--- src/rtl/arb_perfis_if.sv ---
// Request/grant bundle between the two user profiles and the arbitration stage.
interface arb_perfis_if #(
    parameter int FW = 3
);
    logic          REQ_A;
    logic [FW-1:0] FUN_A;
    logic          REQ_B;
    logic [FW-1:0] FUN_B;
    logic          PRIO;
    logic          FUN_IG;
    logic          GNT_A;
    logic          GNT_B;
    logic [FW-1:0] FUN_ATV;
    logic          BUSY;
    logic          DONE;

    // Requester side drives the requests and observes the arbitration result.
    modport master (
        output REQ_A, FUN_A, REQ_B, FUN_B,
        input  PRIO, FUN_IG, GNT_A, GNT_B, FUN_ATV, BUSY, DONE
    );

    // Arbiter side.
    modport slave (
        input  REQ_A, FUN_A, REQ_B, FUN_B,
        output PRIO, FUN_IG, GNT_A, GNT_B, FUN_ATV, BUSY, DONE
    );
endinterface

--- src/rtl/arb_perfis.sv ---
// Two-profile arbiter: samples both requests while idle, flags equal-code
// conflicts, rotates priority on each conflict and holds every grant active
// for T_ATIV cycles, chaining A then B when both ask for different codes.
module arb_perfis #(
    parameter int FW     = 3,
    parameter int T_ATIV = 8
) (
    input  logic         CLK,
    input  logic         RST,
    arb_perfis_if.slave  bus
);
    typedef enum logic [1:0] {IDLE = 2'd0, SERVE_A = 2'd1, SERVE_B = 2'd2} state_t;

    localparam logic [7:0] LAST = 8'(T_ATIV - 1);

    state_t        state_q, state_d;
    logic [7:0]    cnt_q, cnt_d;
    logic          pend_b_q, pend_b_d;
    logic [FW-1:0] code_a_q, code_a_d;
    logic [FW-1:0] code_b_q, code_b_d;
    logic          prio_q, prio_d;
    logic          fun_ig_q, fun_ig_d;

    logic          last;
    logic          ig;
    logic          en_a;
    logic          en_b;

    assign last = (cnt_q == LAST);

    // Equal-code conflict and grant enables, evaluated on the pre-edge priority.
    assign ig   = bus.REQ_A & bus.REQ_B & (bus.FUN_A == bus.FUN_B);
    assign en_a = bus.REQ_A & (prio_q | ~ig);
    assign en_b = bus.REQ_B & (~prio_q | ~ig);

    // State register: reset aborts any service immediately, no DONE.
    always_ff @(posedge CLK) begin
        if (RST) begin
            state_q  <= IDLE;
            cnt_q    <= '0;
            pend_b_q <= 1'b0;
            code_a_q <= '0;
            code_b_q <= '0;
            prio_q   <= 1'b1;
            fun_ig_q <= 1'b0;
        end else begin
            state_q  <= state_d;
            cnt_q    <= cnt_d;
            pend_b_q <= pend_b_d;
            code_a_q <= code_a_d;
            code_b_q <= code_b_d;
            prio_q   <= prio_d;
            fun_ig_q <= fun_ig_d;
        end
    end

    // Next-state: sampling only happens in IDLE; requests during service are dropped.
    always_comb begin
        state_d  = state_q;
        cnt_d    = cnt_q;
        pend_b_d = pend_b_q;
        code_a_d = code_a_q;
        code_b_d = code_b_q;
        prio_d   = prio_q;
        fun_ig_d = fun_ig_q;
        case (state_q)
            IDLE: begin
                cnt_d    = '0;
                fun_ig_d = ig;
                if (ig) prio_d = ~prio_q;
                if (en_a) begin
                    state_d  = SERVE_A;
                    code_a_d = bus.FUN_A;
                    pend_b_d = en_b;
                    if (en_b) code_b_d = bus.FUN_B;
                end else if (en_b) begin
                    state_d  = SERVE_B;
                    code_b_d = bus.FUN_B;
                end
            end
            SERVE_A: begin
                cnt_d = cnt_q + 8'd1;
                if (last) begin
                    cnt_d = '0;
                    if (pend_b_q) begin
                        // Chain straight into B's service without an idle gap.
                        state_d  = SERVE_B;
                        pend_b_d = 1'b0;
                    end else begin
                        state_d  = IDLE;
                        fun_ig_d = 1'b0;
                    end
                end
            end
            SERVE_B: begin
                cnt_d = cnt_q + 8'd1;
                if (last) begin
                    cnt_d    = '0;
                    state_d  = IDLE;
                    fun_ig_d = 1'b0;
                end
            end
            default: begin
                state_d = IDLE;
                cnt_d   = '0;
            end
        endcase
    end

    // Outputs decode registered state only, so inputs never reach outputs combinationally.
    always_comb begin
        bus.GNT_A   = (state_q == SERVE_A);
        bus.GNT_B   = (state_q == SERVE_B);
        bus.BUSY    = (state_q == SERVE_A) || (state_q == SERVE_B);
        bus.DONE    = bus.BUSY & last;
        bus.PRIO    = prio_q;
        bus.FUN_IG  = fun_ig_q;
        bus.FUN_ATV = '0;
        if (state_q == SERVE_A) bus.FUN_ATV = code_a_q;
        if (state_q == SERVE_B) bus.FUN_ATV = code_b_q;
    end
endmodule
--- src/flat_wrapper.sv ---
// flat-port wrapper written by rule: the top's interface ports become plain ports
module arb_perfis_flat 
#(
    parameter int FW     = 3,
    parameter int T_ATIV = 8
)
  (CLK, RST, bus_REQ_A, bus_FUN_A, bus_REQ_B, bus_FUN_B, bus_PRIO, bus_FUN_IG, bus_GNT_A, bus_GNT_B, bus_FUN_ATV, bus_BUSY, bus_DONE);
  arb_perfis_if #(.FW(FW)) bus_i ();
  input  logic CLK;
  input  logic RST;
  input wire logic [$bits(bus_i.REQ_A)-1:0] bus_REQ_A;
  input wire logic [$bits(bus_i.FUN_A)-1:0] bus_FUN_A;
  input wire logic [$bits(bus_i.REQ_B)-1:0] bus_REQ_B;
  input wire logic [$bits(bus_i.FUN_B)-1:0] bus_FUN_B;
  output wire logic [$bits(bus_i.PRIO)-1:0] bus_PRIO;
  output wire logic [$bits(bus_i.FUN_IG)-1:0] bus_FUN_IG;
  output wire logic [$bits(bus_i.GNT_A)-1:0] bus_GNT_A;
  output wire logic [$bits(bus_i.GNT_B)-1:0] bus_GNT_B;
  output wire logic [$bits(bus_i.FUN_ATV)-1:0] bus_FUN_ATV;
  output wire logic [$bits(bus_i.BUSY)-1:0] bus_BUSY;
  output wire logic [$bits(bus_i.DONE)-1:0] bus_DONE;
  assign bus_i.REQ_A = bus_REQ_A;
  assign bus_i.FUN_A = bus_FUN_A;
  assign bus_i.REQ_B = bus_REQ_B;
  assign bus_i.FUN_B = bus_FUN_B;
  assign bus_PRIO = bus_i.PRIO;
  assign bus_FUN_IG = bus_i.FUN_IG;
  assign bus_GNT_A = bus_i.GNT_A;
  assign bus_GNT_B = bus_i.GNT_B;
  assign bus_FUN_ATV = bus_i.FUN_ATV;
  assign bus_BUSY = bus_i.BUSY;
  assign bus_DONE = bus_i.DONE;
  arb_perfis #(.FW(FW), .T_ATIV(T_ATIV)) u_core (.CLK(CLK), .RST(RST), .bus(bus_i));
endmodule
--- config.mk ---
export PLATFORM = sky130hd
export DESIGN_NAME = arb_perfis_flat
export DESIGN_NICKNAME = d
export VERILOG_FILES = /design/src/rtl/arb_perfis_if.sv /design/src/rtl/arb_perfis.sv /design/src/flat_wrapper.sv
export SDC_FILE = /design/constraint.sdc
export NUM_CORES = 1
export LEC_CHECK = 0
export ABC_CLOCK_PERIOD_IN_PS = 1800
export BUFFER_PORTS_ARGS = -buffer_cell sky130_fd_sc_hd__buf_2
export CORE_UTILIZATION = 45
export CTS_BUF_LIST = sky130_fd_sc_hd__clkbuf_2 sky130_fd_sc_hd__clkbuf_4 sky130_fd_sc_hd__clkbuf_8
export DETAILED_ROUTE_END_ITERATION = 16
export PLACE_DENSITY = 0.63
export REMOVE_ABC_BUFFERS = 1
export SYNTH_ARGS = -nofsm -noshare
export SYNTH_HDL_FRONTEND = slang
export SYNTH_SLANG_ARGS = --single-unit
--- constraint.sdc ---
create_clock -name CLK -period 1.8 [get_ports CLK]
set_clock_uncertainty 0.1 [all_clocks]
set_input_delay 0.09 -clock CLK [delete_from_list [all_inputs] [get_ports CLK]]
set_output_delay 0.09 -clock CLK [all_outputs]
set_load 0.02 [all_outputs]
==> out/results.ini, run 1 <==
[status]
outcome = finished clean

[routing]
dr.pass1.iters = 4
wl_um = 2320
num_vias = 926
wire_per_inst_um = 13.1
viasPerCell = 5.20
ant_nets = 0
drc = 0
drtIter0Drc = 16

[logic_synthesis]
synthFlopType = dfxtp_1
ys_types = 34
synth_seq_cells = 19
syn_area_um2 = 1060
synth_warnings = 0
yosysSeqAreaShare_pct = 35.9
synthTopCellsByArea = dfxtp_1 (36%), ha_1 (5.9%), xor2_1 (5.8%)
synth_largest_area_cell = dfxtp_1
ys_async_sr_fraction_pct = 0
synthesis.instances = 122
synth_edf_count = 0
synth_top_cell_area_share_pct = 35.9
avgSynthCellArea_um2 = 8.69

[global_routing]
grt_pass1_wl_um = 4000
grt_pass1_vias = 914
grt-ovfl-total = 0
grt_max_degree = 14
grtUsageTotal_pct = 21.1
grt_antenna_before_repair = 0

[critical_path]
worst-path-max-fanout = 8
worstSetupPathType = reg -> reg
arrival_ps = 1840
critPathLaunchType = flop
crit_path_end = u_core.pend_b_q
reg2reg_to = u_core.pend_b_q
r2r_slack_ps = 50
critPathLaunch = u_core.state_q[1]
ff2ff_path_depth = 6
r2r-start = u_core.state_q[1]
cp.required_ps = 1900
crit_chain = inv_1, ha_2, nand3b_1, o41ai_2, a21oi_1, mux2_4
crit_path_end_kind = flop
crit_slowest_cell = dfxtp_1
cp_slowest_stage_delay_ps = 340

[timing]
rsz0062_at_grt = true
finalCritPeriodShare_pct = 97.0
slew-limit-headroom_pct = 72.5
period_needed_ps = 1750
layout_setup_ws_ps = 53.3
max_freq_mhz = 572
worst_pin_slew_ps = 410
finalHoldViolCount = 0
final_max_slew_viol_count = 0
setup_viol = 0

[job]
cap_violations = 0

[cts]
clk_latency_ps = 300
clock-sinks = 19
cts_tree = done
numCtsBuffers = 3
root_buffer = clkbuf_4
clk_pin_slew_worst_paths_ps = 110
htreeDepth = 1
clock_path_buffers = 2

[pwr]
peakVddDrop_mv = 0.803
power_frac_clock_pct = 15.5
cellPowerDensity_nw_per_um2 = 1070
intPower_mw = 0.826
power.share.combinational_pct = 46.8
p_seq_share_pct = 37.7
power.total_mw = 1.38
switching_power_mw = 0.557
switching_share_pct = 40.3
p_leak_nw = 0.532

[place]
hpwl_um = 1780
io_buffers = 18
place_congestion = 0.834
dp.cells = 169
post-place-ws_ps = 40.0

[layout]
syn2layout_area_growth_pct = 22.1
drive_gt1_share_pct = 24.0
fin_nets = 166
instances_no_fill = 178
antenna_cells = 0

[floorplan]
io_pins = 19
die_h_um = 50.5
die_w_um = 50.5
dieArea_um2 = 2550
initial_core_util_pct = 47.9
rows = 17
coreArea_um2 = 2210

[min_path]
min_path_type = in -> reg
min_path_cells = 3

[area by class of cell]
cell class,instances,area (µm²)
Clock buffer,3,22.5
Fill cell,215,918
Timing Repair Buffer,27,170
Multi-Input combinational cell,97,669
Inverter,3,11.3
Clock inverter,1,5.00
Sequential cell,19,380
Tap cell,28,35.0
[power by group through the flow]
stage / combinational [mW] / clock [mW] / sequential (mW)
2_1_floorplan: 0.451 / 0 / 0.523
4_1_cts: 0.630 / 0.223 / 0.522
3_3_place_gp: 0.610 / 0 / 0.528
5_1_grt: 0.720 / 0.241 / 0.532
3_5_place_dp: 0.617 / 0 / 0.531
6_report: 0.647 / 0.215 / 0.522
[worst min-delay path by stage]
| stage | start | end |
|---|---|---|
| after floorplan | RST | u_core.state_q[1] |
| after global placement | bus_FUN_A[0] | u_core.code_a_q[0] |
| after detailed placement | bus_FUN_B[0] | u_core.code_b_q[0] |
| after CTS | RST | u_core.code_a_q[2] |
| after global routing | bus_FUN_A[1] | u_core.code_a_q[1] |
| final | bus_FUN_A[1] | u_core.code_a_q[1] |
[cells in the mapped netlist, drive strengths merged, types with 2 or more instances]
cell    number
nor2        13
nand2       10
dfxtp       19
inv          3
and3         3
xnor2        5
nand3        5
xor2         7
a21oi        6
clkbuf       3
nand2b       4
nor2b        2
or2          2
nand4        4
mux2i        3
ha           5
nor3         4
o21ai       10
[worst max-delay path, delay by kind of cell, from the launching register on]
| family | cells | cell delay, ps |
|---|---|---|
| adder cells (fa/ha/maj) | 1 | 280 |
| AO/OA/AOI/OAI | 2 | 380 |
| flip-flops | 1 | 340 |
| multiplexers | 1 | 300 |
| buffers and inverters | 1 | 130 |
| AND/OR/NAND/NOR | 1 | 110 |
[timing repair]
item,CTS,global route
resized for setup,0,3
setup buffers,0,0
endpoints found under the setup margin,0,10
hold buffers,5,0
hold endpoints to repair,5,0
[registers in the layout, indices dropped and copies added, names as in the netlist]
name               cells
u_core.pend_b_q        1
u_core.cnt_q           8
u_core.bus.FUN_IG      1
u_core.bus.PRIO        1
u_core.state_q         2
u_core.code_b_q        3
u_core.code_a_q        3
[metal layers]
layer	GRT usage (%)	wire [µm]	vias to the layer above
li1	-	-	484
met1	26.0	1150	413
met2	34.4	1040	27
met3	6.97	115	2
met4	6.48	17	0
met5	0	0	-
[through the flow]
| stage | hold slack [ps] | TNS (ps) | cell area [µm²] | util [%] |
|---|---|---|---|---|
| detailed placement | 298 | 0 | 1200 | 54.4 |
| finish | 7.46 | 0 | 1290 | 58.5 |
| CTS | 3.13 | 0 | 1280 | 57.9 |
| global placement | 297 | 0 | 1200 | 54.4 |
| floorplan | 56.2 | 0 | 1050 | - |
| global route | 0.0905 | -99.2 | 1290 | 58.5 |
[kinds of logic (layout without fill, tap and decap cells)]
logic type / Yosys count / in the layout / share of synthesized area, %
compound gates: 21 / 21 / 13.3
fa+ha+maj: 5 / 5 / 5.90
mux: 4 / 4 / 4.25
xor+xnor: 12 / 12 / 9.92
simple gates: 55 / 55 / 28.6
flops: 19 / 19 / 35.9
buf+inv: 6 / 34 / 2.12
[layout by cell type, fill, tap and decap left out, drive strengths merged]
cell,n
nor2b,2
clkbuf,3
buf,22
inv,3
a221oi,1
or3,1
dlygate4sd3,5
or3b,1
nand2b,4
nand3,5
xor2,7
nand4,4
nor2,13
dfxtp,19
and3,3
ha,5
and4bb,1
mux2i,3
clkinv,1
a41oi,1
o31ai,1
or2,2
and2b,1
o41ai,1
a21oi,6
o21ai,10
and2,1
nand3b,1
xnor2,5
nand2,10
nor4,1
or4,1
nor3,4
mux2,1
a31oi,1
(Power assumes the default switching activity.)
==> run 2, diff against run 1 <==
- SETUP_SLACK_MARGIN: unset -> 0.3
==> run 2 against run 1 <==
Count of clock-buffer cells in the layout unchanged; worst hold slack got worse by 4.8 ps; critical path depth unchanged; critical path type unchanged; largest cell class unchanged; highest routed layer unchanged.
==> out/results.ini, run 2 (same netlist as run 1, synthesis figures left out) <==
[layout]
drive_gt1_share_pct = 42.9
largest-register = u_core.cnt_q
final_cell_mix = dfxtp_1 (15), buf_2 (13), nor2_1 (12)
fin_nets = 177
post-route-util_pct = 71.5
top_regs = u_core.cnt_q x8, u_core.code_a_q x3, u_core.code_b_q x3
antenna_cells = 0
largest_reg_flops = 8
syn2layout_area_growth_pct = 49.4
layout_commonest_cell = dfxtp_1

[pwr]
power.total_mw = 1.88
switching_share_pct = 40.3
cellPowerDensity_nw_per_um2 = 1190
power_frac_clock_pct = 11.6
peakVddDrop_mv = 0.910
p_seq_share_pct = 29.3
p_leak_nw = 0.651
intPower_mw = 1.12
switching_power_mw = 0.759
power.share.combinational_pct = 59.1

[floorplan]
die_h_um = 50.5
initial_core_util_pct = 47.9
dieArea_um2 = 2550
io_pins = 19
rows = 17
die_w_um = 50.5
coreArea_um2 = 2210

[timing]
finalHoldViolCount = 0
setup_viol = 0
layout_setup_ws_ps = 169
finalCritPeriodShare_pct = 90.6
slew-limit-headroom_pct = 69.8
rsz0062_at_grt = true
period_needed_ps = 1630
hold_slack_ps = 2.67
final_max_slew_viol_count = 0
worst_pin_slew_ps = 450
max_freq_mhz = 613
finalSetupTns_ps = 0

[critical_path]
critPathLaunchType = flop
crit_slowest_cell = dfxtp_4
cp.required_ps = 1900
cp_slowest_stage_delay_ps = 380
crit_path_end_kind = flop
crit_chain = inv_4, ha_4, nand3b_1, o41ai_4, a21oi_2, mux2_4
worstSetupPathType = reg -> reg
r2r_slack_ps = 170
path_buf_inv = 1
reg2reg_to = u_core.pend_b_q
ff2ff_path_depth = 6
worst-path-max-fanout = 4
arrival_ps = 1730
r2r-start = u_core.state_q[0]
crit_family = flip-flops

[global_routing]
grt_antenna_before_repair = 0
grt_pass1_wl_um = 4440
grt_pass1_vias = 971
grt_max_degree = 14
grtUsageTotal_pct = 23.6
grt-ovfl-total = 0

[routing]
num_vias = 1018
drtIter0Drc = 15
drc = 0
ant_nets = 0
viasPerCell = 5.39
wire_per_inst_um = 15.3
wl_um = 2890
dr.pass1.iters = 4

[cts]
clock-sinks = 19
clock_path_buffers = 2
clk_latency_ps = 300
numCtsBuffers = 3
root_buffer = clkbuf_4
htreeDepth = 1
clk_pin_slew_worst_paths_ps = 110
cts_tree = done

[min_path]
min_path_type = in -> reg
worstHoldStart = RST
min_to = u_core.state_q[1]
min_path_cells = 2

[place]
io_buffers = 18
place_congestion = 0.834
hpwl_um = 1780
post-place-ws_ps = 40.0

[status]
outcome = finished clean

[job]
cap_violations = 0

## run 2: changes by cell type in the layout (fill, tap and decap cells not counted), moves of 3 or more
cell / previous run / this run
nand2_1: 10 / 6
o21ai_2: 0 / 4
o21ai_1: 5 / 2
buf_6: 0 / 8
buf_2: 18 / 13
dfxtp_1: 19 / 15
ha_4: 0 / 4
nand2_4: 0 / 4
dfxtp_2: 0 / 3
buf_4: 4 / 11
## run 2: repair_timing
| action | in CTS | in global routing |
|---|---|---|
| buffers inserted | 7 | 4 |
| resized for setup | 36 | 17 |
| pin swaps | 9 | 8 |
| endpoints found under the hold margin | 5 | 0 |
| endpoints found under the setup margin | 21 | 20 |
| hold buffers | 5 | 0 |
## run 2: worst reg2reg max path: stages (launching register included)
cell and delay (ps):
dfxtp_4 380, inv_4 80, ha_4 160, nand3b_1 130
o41ai_4 310, a21oi_2 70, mux2_4 300
## run 2: routing by layer
metal | GRT usage, % | share of wire, % | vias to the layer above | routed length [µm]
met3 | 6.67 | 4.1 | 6 | 117
met5 | 0 | 0 | - | 0
met2 | 38.4 | 47 | 32 | 1360
li1 | - | - | 510 | -
met4 | 7.41 | 2.0 | 0 | 58
met1 | 30.0 | 47 | 470 | 1350
## run 2: metrics by stage
step           cell area, µm²  cells
6_report                 1580    189
5_1_grt                  1580    189
4_1_cts                  1480    185
3_5_place_dp             1200    169
3_3_place_gp             1200    169
2_1_floorplan            1050    119
## run 2: layout make-up
class | count | area [µm²]
timing repair buffer | 38 | 308
sequential | 19 | 388
fill | 167 | 629
clock buffer | 3 | 22.5
clock inverter | 1 | 5.00
tap | 28 | 35.0
multi-input combinational | 97 | 808
inverter | 3 | 16.3
## run 2: power by group through the flow
| stage | Combinational, mW | Sequential (mW) | Clock, mW |
|---|---|---|---|
| 2_1_floorplan | 0.451 | 0.523 | 0 |
| 3_3_place_gp | 0.610 | 0.528 | 0 |
| 3_5_place_dp | 0.617 | 0.531 | 0 |
| 4_1_cts | 0.909 | 0.542 | 0.223 |
| 5_1_grt | 1.19 | 0.557 | 0.242 |
| 6_report | 1.11 | 0.552 | 0.218 |
## run 2: worst max path at each step
stage | startpoint | cells after the start | endpoint
after detailed placement | u_core.state_q[1] | 6 | u_core.pend_b_q
after floorplan | u_core.state_q[1] | 6 | u_core.state_q[1]
after CTS | u_core.state_q[1] | 6 | u_core.pend_b_q
after global placement | u_core.state_q[1] | 6 | u_core.pend_b_q
final | u_core.state_q[0] | 6 | u_core.pend_b_q
after global routing | u_core.state_q[0] | 6 | bus_FUN_ATV[1]
